$ cat config.mk
export PLATFORM = sky130hd
export DESIGN_NAME = alu_sequencer
export DESIGN_NICKNAME = d
export VERILOG_FILES = /design/src/rtl/alu_sequencer.sv
export SDC_FILE = /design/constraint.sdc
export NUM_CORES = 1
export LEC_CHECK = 0
export CAP_MARGIN = 20
export CORE_UTILIZATION = 56
export CTS_CLUSTER_DIAMETER = 150
export DETAILED_ROUTE_END_ITERATION = 12
export GPL_TIMING_DRIVEN = 1
export PLACE_DENSITY = 0.84
export SKIP_CTS_REPAIR_TIMING = 1
export SKIP_LAST_GASP = 1
export SLEW_MARGIN = 5
export SYNTH_ARGS = -nofsm -noshare
export SYNTH_HDL_FRONTEND = slang
export SYNTH_SLANG_ARGS = --single-unit
$ cat constraint.sdc
create_clock -name clk -period 2.3 [get_ports clk]
set_input_delay 0.46 -clock clk [delete_from_list [all_inputs] [get_ports clk]]
set_output_delay 0.46 -clock clk [all_outputs]
set_load 0.02 [all_outputs]
$ cat src/rtl/alu_sequencer.sv
// alu_sequencer
//   Issue stage in front of a fixed-latency ALU. Accepts one instruction at a
//   time over valid/ready. Operands come from an internal 8x8 register file.
//   The ALU inputs are driven and held, the result is captured after ALU_LAT
//   edges, and it is written back to the destination register.
//
//   Optional feature macro: ALU_SEQ_ZERO_REG_EN
//     When defined, R0 reads as zero. Writes to address 0 are dropped, both
//     writeback and external writes.
//
// Parameters
//   ALU_LAT      ALU input-to-output latency in clock edges (1..7)
// Ports
//   clk, rst_n   clock, asynchronous active-low reset
//   instr_valid  instruction offered
//   instr_ready  sequencer can accept (IDLE and out of reset)
//   instr[16:0]  {word[7:0], rd[2:0], rs1[2:0], rs2[2:0]}
//   ext_we/ext_addr/ext_data  external register-file write (any state)
//   alu_word/alu_in1/alu_in2  control word and operands driven to the ALU
//   alu_out      ALU result
//   result       last captured ALU result
//   result_valid one-cycle pulse after the capture edge
//   busy         state != IDLE
module alu_sequencer #(
    parameter int ALU_LAT = 1
) (
    input  logic        clk,
    input  logic        rst_n,
    input  logic        instr_valid,
    output logic        instr_ready,
    input  logic [16:0] instr,
    input  logic        ext_we,
    input  logic [2:0]  ext_addr,
    input  logic [7:0]  ext_data,
    output logic [7:0]  alu_word,
    output logic [7:0]  alu_in1,
    output logic [7:0]  alu_in2,
    input  logic [7:0]  alu_out,
    output logic [7:0]  result,
    output logic        result_valid,
    output logic        busy
);

    typedef enum logic [1:0] {IDLE, WAIT, CAPTURE} state_t;

    localparam logic [2:0] LAT = 3'(ALU_LAT);

    state_t      state, state_nx;
    logic [2:0]  cnt;
    logic [2:0]  rd_q;
    logic [7:0]  rf [8];
    logic [7:0]  rs1_val, rs2_val;
    logic        accept, wb, wb_en, ext_en;

    assign accept = (state == IDLE) && instr_valid;
    assign wb     = (state == CAPTURE);

    // ready depends on rst_n directly so it reads 0 while reset is held
    assign instr_ready = rst_n && (state == IDLE);
    assign busy        = (state != IDLE);

`ifdef ALU_SEQ_ZERO_REG_EN
    assign rs1_val = (instr[5:3] == 3'd0) ? 8'h00 : rf[instr[5:3]];
    assign rs2_val = (instr[2:0] == 3'd0) ? 8'h00 : rf[instr[2:0]];
    assign wb_en   = wb && (rd_q != 3'd0);
    assign ext_en  = ext_we && (ext_addr != 3'd0) && !(wb && (ext_addr == rd_q));
`else
    assign rs1_val = rf[instr[5:3]];
    assign rs2_val = rf[instr[2:0]];
    assign wb_en   = wb;
    // writeback wins over an external write to the same register
    assign ext_en  = ext_we && !(wb && (ext_addr == rd_q));
`endif

    always_comb begin
        state_nx = state;
        case (state)
            IDLE:    if (instr_valid) state_nx = WAIT;
            // cnt == 1 means this edge takes it to zero
            WAIT:    if (cnt == 3'd1) state_nx = CAPTURE;
            CAPTURE: state_nx = IDLE;
            default: state_nx = IDLE;
        endcase
    end

    always_ff @(posedge clk or negedge rst_n) begin
        if (!rst_n) begin
            state        <= IDLE;
            cnt          <= '0;
            rd_q         <= '0;
            alu_word     <= '0;
            alu_in1      <= '0;
            alu_in2      <= '0;
            result       <= '0;
            result_valid <= 1'b0;
        end else begin
            state        <= state_nx;
            result_valid <= wb;
            if (accept) begin
                rd_q     <= instr[8:6];
                alu_word <= instr[16:9];
                alu_in1  <= rs1_val;
                alu_in2  <= rs2_val;
                cnt      <= LAT;
            end else if (state == WAIT) begin
                cnt <= cnt - 3'd1;
            end
            if (wb) result <= alu_out;
        end
    end

    always_ff @(posedge clk or negedge rst_n) begin
        if (!rst_n) begin
            for (int i = 0; i < 8; i++) rf[i] <= '0;
        end else begin
            if (ext_en) rf[ext_addr] <= ext_data;
            if (wb_en)  rf[rd_q]     <= alu_out;
        end
    end

endmodule
==> impl_metrics.py <==
metrics = {
    "finish": {
        "multi_input_area_um2": 3063,
        "area_delta_synth_final_pct": 20.03,
        "finish.net_count": 761,
        "ff_latch_area_um2": 2628,
        "drive_gt1_frac": 0.1326,
        "nFillCells": 804,
        "layout_commonest_cell": "nor2_1",
        "most-common-layout-cells": "nor2_1, dfrtp_1, nand2_1, clkdlybuf4s50_1, a31oi_1",
        "n_antenna_cell": 0,
    },
    "grt": {
        "overflow": 0,
        "grt_pass1_wl_um": 28170,
        "grt_pass1_vias": 5402,
        "antenna_found_initial": 0,
        "grt_max_degree": 106,
        "grt_usage": 0.3294,
    },
    "logic_synthesis": {
        "ys_seq_area_frac": 0.4369,
        "syn_area_um2": 6015,
        "syn_area_per_cell_um2": 9.017,
        "yosys-top-cells-area": "dfrtp_1, mux4_2, nor2_1",
        "synth_top_area_cell": "dfrtp_1",
        "yosysUniqueCellTypes": 36,
        "yosys.area.top_type_share": 0.4369,
        "synthCells": 667,
        "synth_fp_nets": 709,
        "synthArstFlopShare": 1.000,
        "ys_ff_latch": 105,
        "yosys_warnings": 0,
        "synth_edf_count": 0,
        "synth_flop_cell": "dfrtp_1",
    },
    "critical_path": {
        "critPathKind": "reg2out",
        "critical_path_required_ns": 1.84,
        "cp_num_buf_inv": 1,
        "crit_chain": "or2_2, clkdlybuf4s50_1",
        "rrSetupSlack_ns": 0.39,
        "cpPeakStageDelay_ns": 0.56,
        "critical_path.slowest_cell": "clkdlybuf4s50_1",
        "cp_top_family": "buffers and inverters",
        "cp_data_arrival_time_ns": 1.76,
        "critPathCaptureType": "output pin",
        "crit_fanout": 7,
        "crit_path_start_kind": "flip-flop",
    },
    "sta": {
        "skew_ns": 0.01233,
        "clock.fmax_mhz": 451.1,
        "slew_headroom": 0.6292,
        "whs_ns": 0.2144,
        "worstMarginPinSlew_ns": 0.5562,
        "setup_viol": 0,
        "finalHoldViolCount": 0,
        "rsz0062_at_grt": "no",
        "finalCriticalPeriod_ns": 2.217,
        "fin_crit_sh": 0.9639,
        "drv_slew": 0,
    },
    "power_and_ir_drop": {
        "p_leak_uw": 0.002971,
        "powerDensity_nw_per_um2": 1158,
        "ir_worst_vdd_uv": 632.7,
        "total_power_uw": 8358,
    },
    "place": {
        "portBuffers": 74,
        "place_congestion": 0.9003,
        "dp.final_hpwl_um": 11480,
    },
    "routing": {
        "firstDrtPassIters": 6,
        "ant_nets": 0,
        "drtIter0Drc": 797,
        "route.detailed.drc": 0,
        "wl_per_cell_um": 20.30,
        "viasPerCell": 6.478,
        "routed_wl_um": 17460,
        "vias": 5571,
    },
    "floorplanning": {
        "dieWidth_um": 105.6,
        "start_util": 0.5800,
        "rows": 37,
        "die_y_um": 105.6,
        "pin_count": 75,
        "dieArea_um2": 11160,
        "core_um2": 10370,
    },
    "hold_path": {
        "min_path_type": "in2async",
    },
    "outcome": {
        "status": "complete, no violations",
    },
    "clock_tree": {
        "cts_made_buffers": 9,
        "cts_max_path_buffers": 2,
        "clock-sinks": 105,
        "path_clk_slew_ns": 0.11,
        "cts_max_level": 3,
        "cts_root_buf": "clkbuf_8",
        "worstSkewPairLatency_ns": 0.37,
        "tritoncts": "built",
    },
    "flow_run": {
        "max-cap-violations": 0,
    },
}
==> per-layer routing <==
| layer | track usage | up-vias | wire (um) |
|---|---|---|---|
| met5 | 0 | - | 0 |
| met4 | 0.1300 | 0 | 600 |
| met3 | 0.06494 | 64 | 2424 |
| met2 | 0.5193 | 465 | 8107 |
| met1 | 0.4526 | 2621 | 6328 |
| li1 | - | 2421 | - |
==> worst paths after layout <==
check,startpoint,endpoint,cells past startpoint
min in group clk,result[0]$_DFFE_PN0P_,result[0]$_DFFE_PN0P_,2
max in group asynchronous,rst_n,rf[27]$_DFF_PN0_,2
hold / removal,rst_n,rf[1]$_DFF_PN0_,2
setup reg to reg,state[0]$_DFFE_PN0P_,alu_in2[3]$_DFFE_PN0P_,5
hold reg to reg,result[0]$_DFFE_PN0P_,result[0]$_DFFE_PN0P_,2
setup / recovery,state[0]$_DFFE_PN0P_,busy,2
==> registers in the layout, summed over array words and instances (netlist names) <==
signal	cells
alu_in1	8
alu_in2	8
alu_word	8
cnt	3
rd_q	3
result	8
result_valid	1
rf	64
state	2
==> final cells by class <==
cell class,instances,share of cell area
Timing Repair Buffer,103,0.1536
Clock inverter,7,0.01386
Inverter,7,0.003640
Tap cell,136,0.02357
Clock buffer,9,0.01716
Sequential cell,105,0.3640
Multi-Input combinational cell,493,0.4243
==> cell usage after synthesis (2+ instances only) <==
cell,n
buf_2,14
nand2_1,101
nand2b_1,8
a31oi_1,65
xnor2_1,2
dfrtp_1,105
mux2i_1,16
ha_1,2
o21ai_1,21
nand3b_1,2
mux4_2,32
buf_1,2
nand3_1,5
o21ai_0,46
xor2_1,2
nand4_1,2
buf_6,7
nor2_1,147
mux2_2,11
nor2b_1,2
clkbuf_1,39
inv_1,6
a21oi_1,16
nor3b_1,2
==> through the flow <==
stage	setup slack (ns)	area, um2	cells	util	TNS (ns)
4_1_cts	-0.09612	7217	860	0.6959	-0.09612
3_3_place_gp	0.1627	6993	844	0.6743	0
2_1_floorplan	0.5094	6015	667	-	0
6_report	0.08301	7219	860	0.6962	0
5_1_grt	0.003744	7219	860	0.6962	0
3_5_place_dp	0.1009	6993	844	0.6743	0
==> worst register-to-register path: cells and delay by family (launching register included) <==
kind	cells	cell delay, ns
simple gates	3	0.86
compound gates	1	0.14
buf+inv	1	0.38
flops	1	0.46
==> kinds of logic (layout without fill, tap and decap cells) <==
kind of cell / Yosys count / after routing / share of synthesized area
AOI/OAI and AO/OA: 152 / 152 / 0.1456
xor gates and xnor gates: 4 / 4 / 0.005826
adders and majority gates: 2 / 2 / 0.004160
buffers and inverters: 69 / 126 / 0.05471
DFF: 105 / 105 / 0.4369
muxes: 59 / 59 / 0.1670
and+or+nand+nor: 276 / 276 / 0.1858
==> where the power goes <==
group / internal, uW / leakage [uW] / switching [uW]
sequential: 2760 / 0.00127 / 804
combinational: 1800 / 0.00159 / 1690
clock: 626 / 0.000115 / 677
total: 5190 / 0.00297 / 3170
No activity file was read; power rests on OpenSTA's default activity.
